**config.mk**
```make
export PLATFORM = sky130hd
export DESIGN_NAME = l2_port_arbiter
export DESIGN_NICKNAME = d
export VERILOG_FILES = /design/src/rtl/l2_port_arbiter.sv
export SDC_FILE = /design/constraint.sdc
export NUM_CORES = 1
export LEC_CHECK = 0
export ABC_AREA = 1
export CAP_MARGIN = 20
export CORE_AREA = 2 2 212 214
export DETAILED_ROUTE_END_ITERATION = 10
export DIE_AREA = 0 0 214 216
export PLACE_DENSITY = 0.66
export SYNTH_ARGS = -nofsm -noshare
export SYNTH_HDL_FRONTEND = slang
export SYNTH_SLANG_ARGS = --single-unit
```
**constraint.sdc**
```tcl
create_clock -name clk -period 2.4 [get_ports clk]
set_clock_uncertainty 0.1 [all_clocks]
set_input_delay 0.48 -clock clk [delete_from_list [all_inputs] [get_ports clk]]
set_output_delay 0.48 -clock clk [all_outputs]
set_load 0.02 [all_outputs]
```
**src/rtl/l2_port_arbiter.sv**
```systemverilog
// ---------------------------------------------------------------------------
// l2_port_arbiter
//
// Two-requester front end for one single-port 64-bit L2 SRAM slice. The L1
// instruction side issues reads and the L1 data side issues reads or writes.
// A round-robin arbiter picks one request in IDLE. The access then runs
// IDLE -> ACCESS -> WAIT -> IDLE, and the winner gets a one-cycle registered
// response pulse three cycles after its handshake.
//
// Parameters
//   L2_SLICE_SIZE  slice size in bytes (power of two). Any address >= this
//                  is out of range: the SRAM is never enabled for it and the
//                  response comes back with err=1 and data=0.
//   CNT_W          width of the performance counters (they wrap).
//
// Ports
//   clk, rst                 clock, synchronous active-high reset
//   i_req_*                  instruction read request (valid/ready/addr)
//   i_rsp_*                  instruction response pulse, error, read data
//   d_req_*                  data request (valid/ready/we/addr/wdata/wstrb)
//   d_rsp_*                  data response pulse (also the write ack), error,
//                            read data (0 for writes)
//   sram_en/read/wstrb/addr/wdata, sram_rdata
//                            SRAM macro interface. Read data is valid in the
//                            cycle after the enable edge.
//   perf_i_grants, perf_d_grants, perf_conflicts
//                            grant counts per side, and the number of IDLE
//                            cycles in which both sides were requesting
// ---------------------------------------------------------------------------
module l2_port_arbiter #(
  parameter int unsigned L2_SLICE_SIZE = 262144,
  parameter int unsigned CNT_W         = 32
) (
  input  logic             clk,
  input  logic             rst,

  input  logic             i_req_valid,
  output logic             i_req_ready,
  input  logic [31:0]      i_req_addr,
  output logic             i_rsp_valid,
  output logic             i_rsp_err,
  output logic [63:0]      i_rsp_data,

  input  logic             d_req_valid,
  output logic             d_req_ready,
  input  logic             d_req_we,
  input  logic [31:0]      d_req_addr,
  input  logic [63:0]      d_req_wdata,
  input  logic [7:0]       d_req_wstrb,
  output logic             d_rsp_valid,
  output logic             d_rsp_err,
  output logic [63:0]      d_rsp_data,

  output logic             sram_en,
  output logic             sram_read,
  output logic [7:0]       sram_wstrb,
  output logic [31:0]      sram_addr,
  output logic [63:0]      sram_wdata,
  input  logic [63:0]      sram_rdata,

  output logic [CNT_W-1:0] perf_i_grants,
  output logic [CNT_W-1:0] perf_d_grants,
  output logic [CNT_W-1:0] perf_conflicts
);

  localparam logic [31:0] SLICE_BYTES = 32'(L2_SLICE_SIZE);

  typedef enum logic [1:0] {
    IDLE,
    ACCESS,
    WAIT
  } state_t;

  state_t state;

  // Round-robin pointer: 1 means the data side wins the next conflict.
  logic prio_d;

  // Per-access latches held from the handshake until the response.
  logic lat_d;     // winner was the data side
  logic lat_we;    // access is a write
  logic lat_err;   // address out of range

  logic        grant_i;
  logic        grant_d;
  logic [31:0] sel_addr;
  logic        sel_we;
  logic        sel_err;

  // NOTE: every signal assigned in always_comb gets a default at the top of
  // the block, so no path leaves one unassigned and no latch is inferred.
  always_comb begin
    grant_i = 1'b0;
    grant_d = 1'b0;
    if (!rst && state == IDLE) begin
      if (i_req_valid && (!d_req_valid || !prio_d)) begin
        grant_i = 1'b1;
      end else if (d_req_valid) begin
        grant_d = 1'b1;
      end
    end
  end

  assign i_req_ready = grant_i;
  assign d_req_ready = grant_d;

  // Payload of whichever side wins this cycle. The instruction side only reads.
  assign sel_addr = grant_d ? d_req_addr : i_req_addr;
  assign sel_we   = grant_d & d_req_we;
  assign sel_err  = (sel_addr >= SLICE_BYTES);

  // NOTE: all state in this block uses non-blocking assignments, so every
  // register samples values from before the edge and no ordering race can
  // occur between the assignments.
  always_ff @(posedge clk) begin
    if (rst) begin
      state          <= IDLE;
      prio_d         <= 1'b0;
      lat_d          <= 1'b0;
      lat_we         <= 1'b0;
      lat_err        <= 1'b0;
      i_rsp_valid    <= 1'b0;
      i_rsp_err      <= 1'b0;
      i_rsp_data     <= '0;
      d_rsp_valid    <= 1'b0;
      d_rsp_err      <= 1'b0;
      d_rsp_data     <= '0;
      sram_en        <= 1'b0;
      sram_read      <= 1'b1;
      sram_wstrb     <= '0;
      sram_addr      <= '0;
      sram_wdata     <= '0;
      perf_i_grants  <= '0;
      perf_d_grants  <= '0;
      perf_conflicts <= '0;
    end else begin
      // Response strobes are single-cycle pulses unless WAIT sets them again.
      i_rsp_valid <= 1'b0;
      d_rsp_valid <= 1'b0;

      if (state == IDLE && i_req_valid && d_req_valid) begin
        perf_conflicts <= perf_conflicts + CNT_W'(1);
      end

      case (state)
        IDLE: begin
          if (grant_i || grant_d) begin
            lat_d   <= grant_d;
            lat_we  <= sel_we;
            lat_err <= sel_err;
            // The side granted now loses the next tie.
            prio_d  <= grant_i;
            if (grant_i) perf_i_grants <= perf_i_grants + CNT_W'(1);
            if (grant_d) perf_d_grants <= perf_d_grants + CNT_W'(1);
            // The SRAM command is registered here so it is stable for the
            // whole ACCESS cycle and the macro samples it at the ACCESS exit.
            sram_en    <= !sel_err;
            sram_read  <= !sel_we;
            sram_wstrb <= sel_we ? d_req_wstrb : 8'h00;
            sram_addr  <= {sel_addr[31:3], 3'b000};
            sram_wdata <= grant_d ? d_req_wdata : 64'h0;
            state      <= ACCESS;
          end
        end

        ACCESS: begin
          // sram_addr and sram_wdata keep their values; only the command drops.
          sram_en    <= 1'b0;
          sram_read  <= 1'b1;
          sram_wstrb <= 8'h00;
          state      <= WAIT;
        end

        WAIT: begin
          // sram_rdata is valid in this cycle; capture it into the response.
          if (lat_d) begin
            d_rsp_valid <= 1'b1;
            d_rsp_err   <= lat_err;
            d_rsp_data  <= (!lat_we && !lat_err) ? sram_rdata : 64'h0;
          end else begin
            i_rsp_valid <= 1'b1;
            i_rsp_err   <= lat_err;
            i_rsp_data  <= !lat_err ? sram_rdata : 64'h0;
          end
          state <= IDLE;
        end

        default: state <= IDLE;
      endcase
    end
  end

endmodule

```
# ---- Yosys cells after proc, flatten, opt, wreduce, memory -nomap -nowiden
# Index checks and enable logic that the tools add are counted.
dict set report classes {
  add_sub_neg 3
  magnitude_cmp 1
  n_eq_ne 3
  n_mux 20
  bitwise 3
  n_reduce_logical 23
}
# operator count
set ops {}
lappend ops {{$mux 64} 3}
lappend ops {{$add 32x1->32 const B} 3}
lappend ops {{$ge 32x19->1 const B} 1}
lappend ops {{$mux 32} 1}
lappend ops {{$mux 8} 2}
lappend ops {{$pmux 8 s2} 1}
lappend ops {{$mux 1} 9}
lappend ops {{$reduce_and 2->1} 4}
lappend ops {{$logic_not 1->1} 7}
lappend ops {{$reduce_and 3->1} 2}
lappend ops {{$logic_and 1x1->1} 5}
lappend ops {{$pmux 1 s2} 2}
lappend ops {{$pmux 2 s2} 1}
lappend ops {{$eq 2x1->1 const B} 1}
lappend ops {{$eq 2x2->1 const B} 1}
lappend ops {{$logic_not 2->1} 1}
lappend ops {{$logic_or 1x1->1} 2}
lappend ops {{$mux 2} 1}
lappend ops {{$ne 2x1->1 const B} 1}
lappend ops {{$not 1->1} 2}
lappend ops {{$reduce_bool 2->1} 1}
lappend ops {{$reduce_or 2->1} 1}
lappend ops {{$and 1x1->1} 1}
dict set report word_totals {
  regBits 337
  input_bits 205
}

# ---- Logic depth before layout (Yosys ltp)
# Gate-level depths: netlist of the first run.
dict set report depth {
  depth_word 10
  depth_mapped 13
  depth_no_buf 12
}

# ---- Least setup slack after synthesis of the first run
# Ideal clock, no wire load.
dict set report synth_path {
  kind {input -> output}
  startpoint {input port rst}
  endpoint {output port i_req_ready}
  arrival_time_ns 1.376
  slack_ns 0.444
  path_stages 5
  path_cell_list {buf_4 > inv_4 > nand4_4 > inv_2 > clkbuf_1}
}
dict set report synth_between {
  elab_chain_len 3
}
# element line_no
set synth_rtl {}
lappend synth_rtl {{start, declared} 35} ;# input logic rst,
lappend synth_rtl {{$logic_not 1->1} 95} ;# if (!rst && state == IDLE) begin
lappend synth_rtl {{$logic_and 1x1->1} 95}
lappend synth_rtl {{$mux 1} 95}
lappend synth_rtl {{end, declared} 38} ;# output logic i_req_ready,
# Every way passes these cells.

# ---- Final worst setup path of the first run
dict set report layout_path {
  startpoint {register perf_conflicts[4]}
  endpoint {output port perf_conflicts[4]}
}
# element line_no
set layout_lines {}
lappend layout_lines {{start, declared} 63} ;# output logic [CNT_W-1:0] perf_conflicts
lappend layout_lines {{start signal, assigned} 142} ;# perf_conflicts <= perf_conflicts + CNT_W'(1);
# No word-level cell between the ends.

==> results of run 1 <==
## final cells by class
| cell class | instances | share of cell area, % |
|---|---|---|
| Sequential cell | 337 | 31.5 |
| Multi-Input combinational cell | 1313 | 29.7 |
| Timing Repair Buffer | 591 | 27.6 |
| Clock buffer | 56 | 5.24 |
| Tap cell | 592 | 3.46 |
| Inverter | 97 | 1.73 |
| Clock inverter | 12 | 0.696 |
| Antenna cell | 3 | 0.0351 |
## per-layer routing
metal  vias up  share of wire (%)  GRT usage [%]  routed length [um]
li1       7188                  -              -                   -
met1      6809                 40           25.4               21400
met2       517                 49           39.0               26500
met3        96                7.5           6.07                4020
met4         0                3.2           9.09                1730
met5         -                  0              0                   0
## synth_stat cells, drive strengths merged
| cell type | count | area (sq um) |
|---|---|---|
| clkbuf | 57 | 214 |
| a211oi | 1 | 7.51 |
| conb | 1 | 3.75 |
| nor3 | 48 | 262 |
| o211ai | 1 | 7.51 |
| xor2 | 28 | 245 |
| buf | 54 | 308 |
| nor4 | 3 | 25.0 |
| nand2 | 502 | 1900 |
| nor2 | 202 | 838 |
| and3 | 1 | 6.26 |
| o31ai | 1 | 7.51 |
| nand3 | 172 | 883 |
| ha | 3 | 37.5 |
| a31oi | 29 | 181 |
| a21oi | 143 | 719 |
| a22oi | 63 | 473 |
| nand4 | 21 | 153 |
| a21boi | 1 | 7.51 |
| nor3b | 5 | 52.6 |
| inv | 97 | 369 |
| dfxtp | 337 | 6750 |
| o21ai | 63 | 315 |
| xnor2 | 8 | 70.1 |
| nand3b | 8 | 60.1 |
| o21a | 7 | 52.6 |
## power groups by stage
stage | Clock [uW] | Sequential, uW | Combinational (uW)
CTS | 6130 | 5890 | 1850
floorplan | 0 | 6190 | 615
global placement | 0 | 6000 | 1830
detailed placement | 0 | 6010 | 1840
finish | 5960 | 5890 | 1840
global route | 6340 | 5910 | 1960
## sequential cells by signal (all words and copies together) (netlist names), 2 cells and up
| signal | flops |
|---|---|
| d_rsp_data | 64 |
| i_rsp_data | 64 |
| perf_conflicts | 32 |
| perf_d_grants | 32 |
| perf_i_grants | 32 |
| sram_addr | 29 |
| sram_wdata | 64 |
| sram_wstrb | 8 |
| state | 2 |
## metrics by stage
step / instances / hold WS [ns]
after global routing: 3001 / 0.0926
after detailed placement: 2930 / 0.353
after floorplan: 1858 / 0.340
after global placement: 2930 / 0.345
final: 3001 / 0.0933
after CTS: 2998 / 0.0713
## worst max path at each step
| stage | cells past startpoint | slack (ns) | end | from |
|---|---|---|---|---|
| 2_1_floorplan | 5 | 0.44 | i_req_ready | rst |
| 3_3_place_gp | 13 | -0.24 | lat_err | d_req_valid |
| 3_5_place_dp | 5 | -0.22 | d_req_ready | i_req_valid |
| 4_1_cts | 1 | 0.005 | perf_d_grants[18] | perf_d_grants[18] |
| 5_1_grt | 6 | 0.01 | d_req_ready | d_req_valid |
| 6_report | 1 | 0.06 | perf_conflicts[4] | perf_conflicts[4] |
## logic make-up after synthesis
kind of cell | count (synthesis) | synth area share [%]
other cells | 1 | 0.0269
flops | 337 | 48.4
buf+inv | 208 | 6.39
compound gates | 309 | 12.7
xor+xnor | 36 | 2.26
simple gates | 962 | 30.0
fa+ha+maj | 3 | 0.269
==> impl.org, run 1 <==
** Outcome
- The run finished with clean final reports.

** Worst setup path
- The critical path goes through clkdlybuf4s50_1.
- At the worst endpoint, the arrival time is 1.76 ns.
- Measured in cells, the most critical reg-to-reg path has a length of 8.
- Startpoint kind of the worst setup timing path :: register
- Startpoint of the worst register-to-register path :: perf_d_grants[0]
- Category of cells accounting for the largest share of critical-path delay :: buffers and inverters
- Crit path required time :: 1.82 ns
- Slack of the worst reg-to-reg path :: 0.43 ns
- STA classifies the critical path endpoint as a primary output.
- The slowest stage of the critical path is the sky130_fd_sc_hd__clkdlybuf4s50_1 cell.
- Reg2Reg Capture Point :: perf_d_grants[28]
- In this run the worst path has a maximum fanout of 6.
- Critical setup path kind :: reg -> out
- The number of buffers and inverters on the critical path is 1.
- In this design, the stage delay of the slowest critical-path cell is approximately 0.74 ns.

** CTS
- # H-tree levels :: 2
- The root buffer cell chosen for the clock tree is sky130_fd_sc_hd__clkbuf_16.
- Post-cts repair resize count :: 3
- Clk slew on worst S/H paths :: 0.06 ns
- Total clock buffers created by CTS :: 39
- Deepest clock path buffer count :: 3
- Total of hold buffers inserted after clock tree synthesis :: 0
- TritonCTS clock tree :: done
- The clock net in this run drives a total of between 300 and 400 sinks.
- Clk_lat worst skew :: 0.55 ns
- Post-CTS timing repair inserted 0 buffers for setup.

** GRT
- The via count of the first global-routing pass came to 14,100.
- The initial antenna violation count is 3.
- Gr ovfl total :: 0
- Total routing resource utilization after global routing :: 22.2%
- Entering global routing, the biggest net connects 141 pins.
- First-pass GRT wire length :: between 80,000 and 90,000 um

** Power and ir drop
- Of the total power, registers draw 43.0%.
- Maximum ir drop on the vdd rail :: 579 uV
- Clock network fraction of total power :: 43.6%
- Combinational logic burns 13.4% of the power.
- For this design the total switching power over the nets is 3520 uW.
- Power spread over the standard cell area amounts to 640 nW/um^2.
- Switching power share of the total :: 25.7%
- Overall power after layout :: 13,700 uW
- Cell Int Power :: 10,200 uW
- Leakage :: 0.00787 uW

** Min path
- The tightest min-delay check is of the in -> reg type.
- The worst hold path was traced through 2 stages.
- The worst hold path terminates at perf_i_grants[0].
- In this run the most critical hold path is launched from rst.

** STA
- Max Slew Vio Count :: 0
- Setup total negative slack on the finished layout was measured at 0 ns.
- Once routing completed, OpenROAD measured the worst setup slack at between 0.05 and 0.06 ns.
- The clock period could shrink to between 2 and 2.5 ns.
- The number of hold violations in the final report came to 0.
- In the finished design, the share of the clock period the worst path needs comes to 97.7%.
- Setup repair after global routing left no endpoint under its margin.
- For this run, the top clock speed supported by timing is 427 MHz.
- Endpoints failing setup :: 0
- Measured against its own limit, the worst slew margin works out to 45.6%.
- For the pin with the worst max-slew slack, the measured transition is 0.815 ns.

** Synthesis
- The synthesized netlist occupies a cell area of 13,900 sq um.
- Syn Inst Count :: between 1,500 and 2,000
- Mean area per synthesized cell :: around 7.5 sq um
- Post-synth cell types :: 45
- Number of warning messages in the yosys log :: 0
- Share of synthesized area occupied by flip-flops and latches :: about half
- Post-synthesis sequential element count :: 337

** Placement
- HPWL after DPL :: approximately 39,000 um
- Routability-driven placement finished with a final weighted congestion of 0.917.
- OpenSTA, run right after detailed placement, puts the worst setup slack at -0.222 ns.
- In this run the cell area measured after placement is 20,100 sq um.
- Quantity of I/O buffers inserted on ports :: 531

** Route
- For this run, design rule violations remaining after detail routing come to 0.
- Detailed routing inserted a total of between 10,000 and 15,000 vias.
- The final layout contains routed wiring with a total length of 53,700 um.
- The first TritonRoute pass finished after 6 iterations.
- In the routed layout, each cell is associated on average with a via count of approximately 4.9.
- Final ANT Viol Nets :: 0
- After detailed routing, the average wire length per cell comes to 17.9 um.
- The first routing iteration left 836 violations.

** Final layout
- Syn-to-layout area delta :: 53.3%
- At the end of the flow, the number of nets in the layout was roughly 2,600.
- In the final layout, the multi-input gates occupy ~6400 sq um.
- End-of-flow core utilization :: a little under 50%
- Fillers :: 4,246
- Across the whole layout, storage elements account for 6750 sq um.
- Leading cell types in the layout, fill and taps excluded :: sky130_fd_sc_hd__clkdlybuf4s50_1, sky130_fd_sc_hd__nand2_1, sky130_fd_sc_hd__dfxtp_1
- Proportion of layout cells with a drive suffix above 1 :: about 7%
- Leaving out fill and tap cells, the most frequent cell in the layout is sky130_fd_sc_hd__clkdlybuf4s50_1.
- Summing all non-filler instances in the final layout gives an area of 21,400 sq um.

** Floorplan
- Top Ports :: 541
- Number of rows in the core area :: 77
- The initial utilization of the core area, before any placement, comes to 31.8%.
- Overall die area :: between 40,000 and 50,000 sq um
- Measured along the y axis, the die boundary spans between 200 and 250 um.
- The die is 214 um wide.
- After floorplanning, the core was sized to cover 43,800 sq um.

** Run
- Max-cap violations in this run came to 0.
No activity file was read; power rests on OpenSTA's default activity.
==> run 2, diff against run 1 <==
- CAP_MARGIN: 20 -> 5
==> results of run 2 <==
The final DEF is identical to that of run 1; final timing and power are the same.
==> run 3, diff against run 2 <==
- SETUP_SLACK_MARGIN: default -> 0.4
==> run 3 against run 2 <==
Power is 0.65% lower. Sequential power hardly changed. First-iteration DRC count is 0.72% lower. Cell area is 1.3% lower. Core utilization is 0.62 points lower. Die area stayed put. Count of clock-buffer cells in the layout stayed put. Sequential share of layout area is 0.48 points higher. Routed wire length is 0.15% higher. Clock power hardly changed. Cell count hardly changed. Highest routed layer unchanged.
==> impl.org, run 3 (synthesis gave the netlist of run 1 again) <==
** CTS
- After clock tree synthesis, the clock-pin slew on the worst setup and hold paths is 0.06 ns.
- Total clock buffers created by CTS :: 39
- Root Buffer :: sky130_fd_sc_hd__clkbuf_16
- At the later pin of the worst-skew pair, clock insertion delay measures 0.55 ns.
- In this run, post-CTS hold repair placed 0 buffers.
- TritonCTS clock tree :: done
- Clock tree synthesis found a total of 337 sinks.
- Deepest clock path buffer count :: 3
- # H-tree levels :: 2

** Worst setup path
- Cells on worst reg2reg path :: 10
- The worst register-to-register path ends at sram_addr[6].
- Startpoint of the worst register-to-register path :: state[0]
- Nature of the critical path endpoint :: primary output
- STA classifies the critical path startpoint as a register.
- The critical path in this run is classified as reg -> out.
- Arr. time, crit path :: between 1 and 1.5 ns
- Crit path required time :: 1.82 ns
- In this run the worst path has a maximum fanout of 3.
- Slack of the worst reg-to-reg path :: 0.53 ns

** Route
- After detailed routing, the number of vias per cell comes to 4.88.
- WL/cell :: 17.9 um
- Detailed routing inserted a total of 14,700 vias.
- The count of nets left with antenna violations once routing finished came out at 0.
- Number of design-rule violations left by the first detailed-router iteration :: 830
- Number of design rule violations left after detail routing :: 0
- Routed wire length :: 53,800 um
- The first detailed-routing pass took 5 iterations.

** STA
- The number of hold violations in the final report came to 0.
- After layout, the worst path uses a little over four fifths of the clock period.
- Setup repair after global routing could not meet its margin everywhere.
- Time the final worst path needs with I/O delays and setup :: 2.00 ns
- Setup violations remaining at the end of the flow were counted as 0.
- Measured against its own limit, the worst slew margin works out to ~46%.
- Max Clock Freq :: approximately 500 MHz
- Worst hold-check slack :: 0.0886 ns
- The worst path meets setup with 0.400 ns of slack.
- Max Slew Vio Count :: 0
- Slew at the pin with the worst max-slew slack :: 0.815 ns

** Final layout
- Registers with the highest flip-flop counts :: d_rsp_data x64, i_rsp_data x64, sram_wdata x64
- Fillers :: roughly 4,400
- Flip-flop and latch area :: 6760 sq um
- Most common cell after layout, fill and taps aside :: sky130_fd_sc_hd__nand2_1
- End-of-flow core utilization :: 48.2%
- In the final layout, the share of cells above drive strength 1 is 8.68%.
- Final non-filler cell area :: 21,100 sq um
- Syn-to-layout area delta :: 51.4%
- Post-layout instance count excluding filler cells :: 3,004
- Leaving out fill and tap cells, the most frequent cells in the layout are sky130_fd_sc_hd__nand2_1, sky130_fd_sc_hd__dfxtp_1, sky130_fd_sc_hd__dlygate4sd2_1.
- The net count of the finished layout is 2,590.
- Area occupied by multi-input gates :: 6430 sq um

** Min path
- The worst hold path passes through 2 cells.
- Hold Path Sink :: perf_i_grants[0]
- Origin of the worst min-delay path :: rst
- The path class of the tightest hold or removal check is in -> reg.

** Placement
- In this run, placement finished with an instance count of 2,930.
- Final Wtd Congestion :: 0.917
- Summing all placed instances gives a cell area of 20,100 sq um.
- HPWL after DPL :: between 30,000 and 40,000 um
- Timing analysis after detailed placement gives a worst setup slack of -0.222 ns.
- Buffers placed on the I/O ports in this run total 531.

** Power and ir drop
- Summed over all cells, the static leakage comes to 0.00935 uW.
- IR analysis of the VDD net gives a maximum drop of roughly 580 uV.
- Power per cell area :: ~640 nW/um^2

** GRT
- Number of global-route vias before repair :: 14,100
- The total overflow left after global routing is 0.
- Number of antenna violations at the first check in global routing :: 3
- The first global-routing pass estimated 81,300 um of wire.
- Total routing resource utilization after global routing :: 22.3%
- Pin count of the biggest net entering global routing :: 141

** Floorplan
- Overall die area :: 46,200 sq um
- Core region area :: 43,800 sq um
- In this run the count of I/O pins placed on the die edge is 541.
- Number of rows in the core area :: 77
- Overall die width :: 214 um
- Once the floorplan was initialized, standard cells occupied between 30% and 40% of the core.
- The die is 216 um tall.

** Run
- The tool flagged a number of max-cap violations equal to 0.

** Outcome
- The flow ran to the end, and the final reports show no timing, DRC or antenna violations.
[run 3: cell types whose count changed in the layout (fill, tap and decap cells not counted), moves of 5 or more]
cell	delta
sky130_fd_sc_hd__dfxtp_1	-10
sky130_fd_sc_hd__nor3_1	-6
sky130_fd_sc_hd__dfxtp_2	+9
sky130_fd_sc_hd__clkdlybuf4s50_1	-331
sky130_fd_sc_hd__nor3_2	+5
sky130_fd_sc_hd__dlygate4sd2_1	+311
sky130_fd_sc_hd__clkdlybuf4s15_2	+11
[run 3: layer usage]
layer	vias up	track usage (%)	routed length [um]
met5	-	0	0
met4	0	8.86	1750
met3	100	6.10	3960
met2	517	39.3	26600
met1	6841	25.4	21400
li1	7207	-	-
[run 3: worst max-delay path, stage by stage, from the launching register on]
cell and delay (ns):
sky130_fd_sc_hd__dfxtp_4 0.36, sky130_fd_sc_hd__inv_4 0.05, sky130_fd_sc_hd__nand2_2 0.06, sky130_fd_sc_hd__nor2_4 0.13
sky130_fd_sc_hd__nand2_4 0.08, sky130_fd_sc_hd__inv_4 0.08, sky130_fd_sc_hd__buf_6 0.11
[run 3: layout make-up]
class | instances | area share [%]
antenna | 3 | 0.0355
timing repair buffer | 594 | 26.2
multi-input combinational | 1313 | 30.4
tap | 592 | 3.51
clock inverter | 12 | 0.705
sequential | 337 | 32.0
clock buffer | 56 | 5.30
inverter | 97 | 1.77
[run 3: timing repair]
action | CTS | global route
setup buffers | 1 | 2
pin swaps | 1 | 4
setup endpoints to repair | 334 | 82
gates resized for setup | 373 | 41
[run 3: power breakdown]
| part | switching [uW] | leakage [uW] | internal, uW | total, uW |
|---|---|---|---|---|
| combinational | 1020 | 0.00599 | 725 | 1740 |
| sequential | 109 | 0.00273 | 5780 | 5890 |
| clock | 2410 | 0.000624 | 3570 | 5980 |
| total | 3540 | 0.00935 | 10100 | 13600 |
[run 3: worst max path at each step]
stage               depth (start not counted)   startpoint          end
detailed placement                          5  i_req_valid  d_req_ready
finish                                      6     state[0]  d_req_ready
CTS                                         6     state[1]  d_req_ready
global placement                           13  d_req_valid      lat_err
global route                                6     state[1]  d_req_ready
floorplan                                   5          rst  i_req_ready
[run 3: through the flow]
stage | setup TNS (ns) | power [uW]
global placement | -9.03 | 7830
CTS | 0 | 13700
detailed placement | -9.87 | 7850
global route | 0 | 14100
floorplan | 0 | 6810
finish | 0 | 13600
